==> src/rtl/tracer_stream.sv <==
// tracer_stream: drains one completed trace step at a time. The step header is
// latched on accept, then the step's register and memory actions are fetched
// from the trace table (1-cycle synchronous read) and serialized as a framed
// 64-bit valid/ready word stream.
//
// Handshake rules (both sides): a transfer happens on a rising clock edge where
// valid and ready are both high. o_tvalid, once high, stays high, and
// o_tdata/o_tlast stay stable, until the word is taken. o_step_ready is high
// exactly in IDLE; a step is taken on i_step_valid & o_step_ready.
module tracer_stream #(
  parameter int TBL_ABITS = 6,
  parameter int TBL_SZ    = 64
) (
  input  logic                 i_clk,
  input  logic                 i_rst,
  input  logic                 i_step_valid,
  output logic                 o_step_ready,
  input  logic [63:0]          i_exec_cnt,
  input  logic [63:0]          i_pc,
  input  logic [31:0]          i_instr,
  input  logic [31:0]          i_regcnt,
  input  logic [31:0]          i_memcnt,
  output logic                 o_rd_reg,
  output logic                 o_rd_mem,
  output logic [TBL_ABITS-1:0] o_rd_idx,
  input  logic [5:0]           i_reg_waddr,
  input  logic [63:0]          i_reg_wres,
  input  logic [5:0]           i_mem_flags,
  input  logic [5:0]           i_mem_regaddr,
  input  logic [63:0]          i_mem_addr,
  input  logic [63:0]          i_mem_data,
  output logic                 o_tvalid,
  input  logic                 i_tready,
  output logic [63:0]          o_tdata,
  output logic                 o_tlast,
  output logic                 o_step_done,
  output logic [3:0]           o_state
);

  localparam int CW = TBL_ABITS + 1;
  localparam logic [CW-1:0] CNT_MAX = CW'(TBL_SZ);

  typedef enum logic [3:0] {
    IDLE, HDR0, HDR1, HDR2,
    REG_RD, REG_TAG, REG_VAL,
    MEM_RD, MEM_TAG, MEM_ADDR, MEM_DATA
  } state_t;

  state_t               state_q, state_d;
  logic [TBL_ABITS-1:0] idx_q, idx_d;
  logic [CW-1:0]        rc_q, mc_q;
  logic [63:0]          exec_q, pc_q;
  logic [31:0]          instr_q;
  // cap_q marks the first cycle of a *_TAG state: table data is on the read
  // port then, so the word is built from it before o_tvalid is raised.
  logic                 cap_q, cap_d;
  logic                 cap_reg, cap_mem;
  logic [63:0]          tdata_q, tdata_d;
  logic                 tlast_q, tlast_d;
  logic [63:0]          wres_q, maddr_q, mdata_q;

  logic                 accept, fire, emit;
  logic [CW-1:0]        idx_nx;
  logic [CW-1:0]        rc_in, mc_in;

  assign accept = i_step_valid && (state_q == IDLE);
  assign fire   = o_tvalid && i_tready;
  assign idx_nx = CW'(idx_q) + CW'(1);

  // Action counts above the table size are clamped so indexing stays in range.
  assign rc_in = (i_regcnt > 32'(TBL_SZ)) ? CNT_MAX : i_regcnt[CW-1:0];
  assign mc_in = (i_memcnt > 32'(TBL_SZ)) ? CNT_MAX : i_memcnt[CW-1:0];

  assign emit = (state_q == HDR0) || (state_q == HDR1) || (state_q == HDR2) ||
                (state_q == REG_TAG) || (state_q == REG_VAL) ||
                (state_q == MEM_TAG) || (state_q == MEM_ADDR) || (state_q == MEM_DATA);

  assign o_step_ready = (state_q == IDLE);
  assign o_tvalid     = emit && !cap_q;
  assign o_tdata      = tdata_q;
  assign o_tlast      = tlast_q;
  assign o_rd_reg     = (state_q == REG_RD);
  assign o_rd_mem     = (state_q == MEM_RD);
  assign o_rd_idx     = idx_q;
  assign o_step_done  = fire && tlast_q;
  assign o_state      = state_q;

  // Next-state, index and next output word selection.
  always_comb begin
    state_d = state_q;
    idx_d   = idx_q;
    cap_d   = 1'b0;
    tdata_d = tdata_q;
    tlast_d = tlast_q;
    cap_reg = 1'b0;
    cap_mem = 1'b0;
    case (state_q)
      IDLE: begin
        if (i_step_valid) begin
          state_d = HDR0;
          tdata_d = i_exec_cnt;
          tlast_d = 1'b0;
          idx_d   = '0;
        end
      end
      HDR0: begin
        if (fire) begin
          state_d = HDR1;
          tdata_d = pc_q;
        end
      end
      HDR1: begin
        if (fire) begin
          state_d = HDR2;
          tdata_d = {instr_q, 16'(mc_q), 16'(rc_q)};
          tlast_d = (rc_q == '0) && (mc_q == '0);
        end
      end
      HDR2: begin
        if (fire) begin
          idx_d = '0;
          if (tlast_q) begin
            state_d = IDLE;
            tlast_d = 1'b0;
          end else if (rc_q != '0) begin
            state_d = REG_RD;
          end else begin
            state_d = MEM_RD;
          end
        end
      end
      REG_RD: begin
        state_d = REG_TAG;
        cap_d   = 1'b1;
      end
      REG_TAG: begin
        if (cap_q) begin
          cap_reg = 1'b1;
          tdata_d = {8'h52, 50'h0, i_reg_waddr};
        end else if (fire) begin
          state_d = REG_VAL;
          tdata_d = wres_q;
          tlast_d = (idx_nx >= rc_q) && (mc_q == '0);
        end
      end
      REG_VAL: begin
        if (fire) begin
          tlast_d = 1'b0;
          if (idx_nx < rc_q) begin
            state_d = REG_RD;
            idx_d   = idx_nx[TBL_ABITS-1:0];
          end else if (mc_q != '0) begin
            state_d = MEM_RD;
            idx_d   = '0;
          end else begin
            state_d = IDLE;
          end
        end
      end
      MEM_RD: begin
        state_d = MEM_TAG;
        cap_d   = 1'b1;
      end
      MEM_TAG: begin
        if (cap_q) begin
          cap_mem = 1'b1;
          tdata_d = {8'h4D, 44'h0, i_mem_flags, i_mem_regaddr};
        end else if (fire) begin
          state_d = MEM_ADDR;
          tdata_d = maddr_q;
        end
      end
      MEM_ADDR: begin
        if (fire) begin
          state_d = MEM_DATA;
          tdata_d = mdata_q;
          tlast_d = (idx_nx >= mc_q);
        end
      end
      MEM_DATA: begin
        if (fire) begin
          tlast_d = 1'b0;
          if (idx_nx < mc_q) begin
            state_d = MEM_RD;
            idx_d   = idx_nx[TBL_ABITS-1:0];
          end else begin
            state_d = IDLE;
          end
        end
      end
      default: state_d = IDLE;
    endcase
  end

  // State, output word and latched step/action fields.
  always_ff @(posedge i_clk or posedge i_rst) begin
    if (i_rst) begin
      state_q <= IDLE;
      idx_q   <= '0;
      cap_q   <= 1'b0;
      tdata_q <= '0;
      tlast_q <= 1'b0;
      rc_q    <= '0;
      mc_q    <= '0;
      exec_q  <= '0;
      pc_q    <= '0;
      instr_q <= '0;
      wres_q  <= '0;
      maddr_q <= '0;
      mdata_q <= '0;
    end else begin
      state_q <= state_d;
      idx_q   <= idx_d;
      cap_q   <= cap_d;
      tdata_q <= tdata_d;
      tlast_q <= tlast_d;
      if (accept) begin
        rc_q    <= rc_in;
        mc_q    <= mc_in;
        exec_q  <= i_exec_cnt;
        pc_q    <= i_pc;
        instr_q <= i_instr;
      end
      if (cap_reg) begin
        wres_q <= i_reg_wres;
      end
      if (cap_mem) begin
        maddr_q <= i_mem_addr;
        mdata_q <= i_mem_data;
      end
    end
  end

endmodule
==> config.mk <==
export PLATFORM = sky130hd
export DESIGN_NAME = tracer_stream
export DESIGN_NICKNAME = d
export VERILOG_FILES = /design/src/rtl/tracer_stream.sv
export SDC_FILE = /design/constraint.sdc
export NUM_CORES = 1
export LEC_CHECK = 0
export CORE_AREA = 2 2 202 204
export CTS_BUF_LIST = sky130_fd_sc_hd__clkbuf_4 sky130_fd_sc_hd__clkbuf_8
export CTS_CLUSTER_DIAMETER = 120
export DETAILED_ROUTE_END_ITERATION = 7
export DIE_AREA = 0 0 204 206
export GPL_TIMING_DRIVEN = 0
export PLACE_DENSITY = 0.74
export SLEW_MARGIN = 20
export SYNTH_ARGS = -nofsm -noshare
export SYNTH_HDL_FRONTEND = slang
export SYNTH_SLANG_ARGS = --single-unit
==> constraint.sdc <==
create_clock -name i_clk -period 13.9 [get_ports i_clk]
set_clock_uncertainty 0.2 [all_clocks]
set_input_delay 2.085 -clock i_clk [delete_from_list [all_inputs] [get_ports i_clk]]
set_output_delay 2.085 -clock i_clk [all_outputs]
set_load 0.02 [all_outputs]
==> out/metrics.json <==
{
  "setup_path": {
    "delay_contributed_by_the_slowest_stage_of_the_critical_path_ns": 0.73,
    "worst-path-buf-inv": 2,
    "cpLargestDelayFamily": "buffers and inverters",
    "cp_data_arrival_time_ns": 3.64,
    "timing.critical_path.cells": "clkdlybuf4s50_1 -> and3_1 -> clkdlybuf4s50_1",
    "timing.setup.critical_path_class": "input port to output pin",
    "crit_path_end_kind": "output pin",
    "timing.critical_path.required_ns": 11.61,
    "startpoint_type": "input port",
    "cp_max_fo": 6,
    "cp_slowest_cell": "sky130_fd_sc_hd__clkdlybuf4s50_1",
    "critPathMostFrequentCell": "sky130_fd_sc_hd__clkdlybuf4s50_1"
  },
  "status": {
    "outcome": "complete, no violations"
  },
  "sta": {
    "setup_viol_count_final": 0,
    "max_slew.worst_pin.slew_ns": 1.12,
    "maxSlewViolCount": 0,
    "fin_setup_tns_ns": 0,
    "timing.fmax_mhz": 169,
    "hold_violations": 0,
    "period_share_pct": 42.6,
    "fin_hold_ws_ns": 0.283,
    "timing.max_slew.rel_slack_pct": 24.9,
    "timing.final.crit_period_ns": 5.92,
    "setup_repair_after_global_routing_missed_its_margin": "no"
  },
  "die": {
    "io-pin-count": 518,
    "dieWidth_um": 204,
    "placeable_core_region_sq_um": 40200,
    "dieHeight_um": 206,
    "placementRows": 74,
    "die_area_sq_um": 42000,
    "initial_standard_cell_utilization_of_the_core_pct": 42.7
  },
  "placement": {
    "place_area_sq_um": 23100,
    "place_hpwl_um": 49600,
    "port_buffer_count": 517,
    "dpl.cell_count": 2454,
    "place_congestion": 0.936
  },
  "global_route": {
    "global_route.usage.total_pct": 30.8,
    "vias_in_the_first_global_route": 15500,
    "global_route_wire_length_before_repair_um": 95300,
    "initial_antenna_violation_count": 13,
    "grt_start_max_net_pins": 109,
    "grt_overflow_total": 0
  },
  "layout": {
    "post_layout_nonfiller_instances": 2577,
    "drive_gt1_share_pct": 21.3,
    "mostFrequentLayoutCell": "sky130_fd_sc_hd__clkdlybuf4s50_1",
    "final_area_sq_um": 24500,
    "syn_to_final_growth_pct": 42.8,
    "fin_nets": 2443,
    "most-common-layout-cells": "sky130_fd_sc_hd__clkdlybuf4s50_1, sky130_fd_sc_hd__dfrtp_1, sky130_fd_sc_hd__mux2_2"
  },
  "pwr": {
    "power.switching_uw": 1840,
    "power_switching_share_pct": 37.8,
    "power.share.sequential_pct": 36.8,
    "total_power_uw": 4870,
    "p_int_uw": 3030,
    "static_leakage_uw": 0.0104,
    "combinational_fraction_of_design_power_pct": 41.4,
    "clockPowerShare_pct": 21.8,
    "vdd_ir_drop_max_v": 0.000132,
    "p_per_area_nw_per_um2": 199
  },
  "yosys": {
    "portion_of_the_post_synthesis_area_used_by_sequential_elements_pct": 55.1,
    "yosys_most_used_dff": "sky130_fd_sc_hd__dfrtp_1",
    "yosysUniqueCellTypes": 60,
    "synthesis.yosys.warnings": 0,
    "synth.avg_cell_area_sq_um": 12.3,
    "post_synth_inst_count": 1401,
    "async_flop_share_pct": 100,
    "number_of_enable_flip_flop_cells_after_synthesis": 0,
    "syn-cell-area_sq_um": 17200,
    "synthesis.nets": 1854,
    "synth.ff_latch_count": 378
  },
  "detailed_routing": {
    "drt-pass1-iter-count": 8,
    "detailroute.via_count": 14700,
    "drt-initial-drc-count": 1137,
    "post_drt_wl_per_cell_um": 25.6,
    "post_drt_via_cell_ratio": 5.69,
    "ant_nets": 0,
    "drc_errors": 0,
    "wirelength_um": 65900
  },
  "clock_network": {
    "clock_latency_ns": 0.61,
    "clkSinkCount": 378,
    "tritoncts.num_buffers": 66,
    "clock_tree.root_cell": "sky130_fd_sc_hd__clkbuf_8",
    "cts-htree-levels": 3,
    "ctsLongestPathBuffers": 3,
    "cts_tree": "done",
    "cts_hold_repair.buffers": 0,
    "cts.repair_timing.setup_buffer_count": 0,
    "post_cts_resized": 0,
    "path_clk_slew_ns": 0.05
  },
  "job": {
    "maximum_capacitance_violations": 0
  },
  "min_path": {
    "min_path_type": "flop to flop"
  }
}
[power by group through the flow]
stage	clock, uW	combinational, uW	sequential [uW]
2_1_floorplan	0	1070	1850
3_3_place_gp	0	1960	1780
3_5_place_dp	0	2010	1800
4_1_cts	1080	2020	1780
5_1_grt	1130	2150	1830
6_report	1060	2020	1790
[kinds of logic after synthesis]
group                    count (synthesis)  share of synthesized area, %
flip-flops                             378                          55.1
AO/OA/AOI/OAI                          356                          14.1
multiplexers                           305                          20.0
AND/OR/NAND/NOR                        200                          5.68
buffers and inverters                  143                          3.83
adder cells (fa/ha/maj)                 15                          1.09
XOR/XNOR                                 4                         0.204
[synthesized netlist by cell type (4+ instances only)]
| cell | n | share of area [%] |
|---|---|---|
| sky130_fd_sc_hd__a222oi_1 | 58 | 3.4 |
| sky130_fd_sc_hd__o211ai_1 | 17 | 0.74 |
| sky130_fd_sc_hd__mux2_1 | 57 | 3.7 |
| sky130_fd_sc_hd__nor2_1 | 77 | 1.7 |
| sky130_fd_sc_hd__o21ai_1 | 18 | 0.52 |
| sky130_fd_sc_hd__buf_2 | 42 | 1.2 |
| sky130_fd_sc_hd__a221oi_1 | 5 | 0.26 |
| sky130_fd_sc_hd__nor3_1 | 10 | 0.29 |
| sky130_fd_sc_hd__a22oi_1 | 52 | 2.3 |
| sky130_fd_sc_hd__a31oi_1 | 4 | 0.15 |
| sky130_fd_sc_hd__a41oi_1 | 7 | 0.36 |
| sky130_fd_sc_hd__dfrtp_1 | 378 | 55 |
| sky130_fd_sc_hd__o21ai_0 | 49 | 1.4 |
| sky130_fd_sc_hd__nor4_1 | 15 | 0.55 |
| sky130_fd_sc_hd__nand3_1 | 26 | 0.76 |
| sky130_fd_sc_hd__a22o_1 | 12 | 0.61 |
| sky130_fd_sc_hd__buf_4 | 14 | 0.61 |
| sky130_fd_sc_hd__o31ai_1 | 5 | 0.22 |
| sky130_fd_sc_hd__a21oi_1 | 109 | 3.2 |
| sky130_fd_sc_hd__a21o_1 | 5 | 0.22 |
| sky130_fd_sc_hd__nand2_1 | 39 | 0.85 |
| sky130_fd_sc_hd__ha_1 | 15 | 1.1 |
| sky130_fd_sc_hd__clkbuf_1 | 44 | 0.96 |
| sky130_fd_sc_hd__inv_1 | 38 | 0.83 |
| sky130_fd_sc_hd__nand2b_1 | 7 | 0.26 |
| sky130_fd_sc_hd__mux2_2 | 246 | 16 |
| sky130_fd_sc_hd__nand4_1 | 5 | 0.18 |
[registers in the layout, indices dropped and copies added, names as in the netlist]
| register | cells |
|---|---|
| cap_q | 1 |
| o_tdata | 64 |
| mc_q | 7 |
| pc_q | 64 |
| o_state | 4 |
| o_rd_idx | 6 |
| wres_q | 64 |
| rc_q | 7 |
| o_tlast | 1 |
| mdata_q | 64 |
| instr_q | 32 |
| maddr_q | 64 |
[worst reg2reg max path: stages (launching register included)]
cell and delay (ns):
sky130_fd_sc_hd__dfrtp_1 0.40, sky130_fd_sc_hd__buf_2 0.18, sky130_fd_sc_hd__nor4b_2 0.98, sky130_fd_sc_hd__clkbuf_1 0.74, sky130_fd_sc_hd__a22oi_1 0.26, sky130_fd_sc_hd__o21ai_0 0.27
sky130_fd_sc_hd__a21oi_1 0.07, sky130_fd_sc_hd__a21oi_1 0.20
[area by class of cell]
class | instances | area (sq um)
Tap cell | 532 | 666
Inverter | 38 | 150
Clock inverter | 14 | 115
Buffer | 105 | 514
Clock buffer | 100 | 1240
Timing Repair Buffer | 521 | 5290
Fill cell | 3238 | 15700
Multi-Input combinational cell | 880 | 7060
Sequential cell | 378 | 9460
Antenna cell | 9 | 22.5
[routing by layer]
| layer | vias to the layer above | share of wire (%) | GRT usage (%) |
|---|---|---|---|
| li1 | 6428 | - | - |
| met1 | 7369 | 39 | 37.3 |
| met2 | 719 | 49 | 52.1 |
| met3 | 152 | 8.3 | 7.40 |
| met4 | 8 | 4.3 | 14.6 |
| met5 | - | 0.082 | 0 |
[through the flow]
step           setup WS [ns]  utilization (%)
2_1_floorplan           1.11                -
4_1_cts                 8.02             61.0
3_3_place_gp           -3.41             57.3
6_report                7.98             61.0
3_5_place_dp            8.01             57.6
5_1_grt                 8.00             61.0
[worst paths after layout]
path / startpoint / endpoint / slack, ns / cells after the start
setup / recovery: i_tready / o_step_done / 7.98 / 3
hold / removal: maddr_q[20]$_DFFE_PP0P_ / maddr_q[20]$_DFFE_PP0P_ / 0.28 / 1
setup reg to reg: o_state[2]$_DFFE_PP0P_ / o_tdata[51]$_DFFE_PP0P_ / 10.54 / 7
hold reg to reg: maddr_q[20]$_DFFE_PP0P_ / maddr_q[20]$_DFFE_PP0P_ / 0.28 / 1
max in group asynchronous: i_rst / o_tdata[56]$_DFFE_PP0P_ / 10.54 / 4
min in group asynchronous: i_rst / maddr_q[29]$_DFFE_PP0P_ / 1.70 / 2
(Power assumes the default switching activity.)
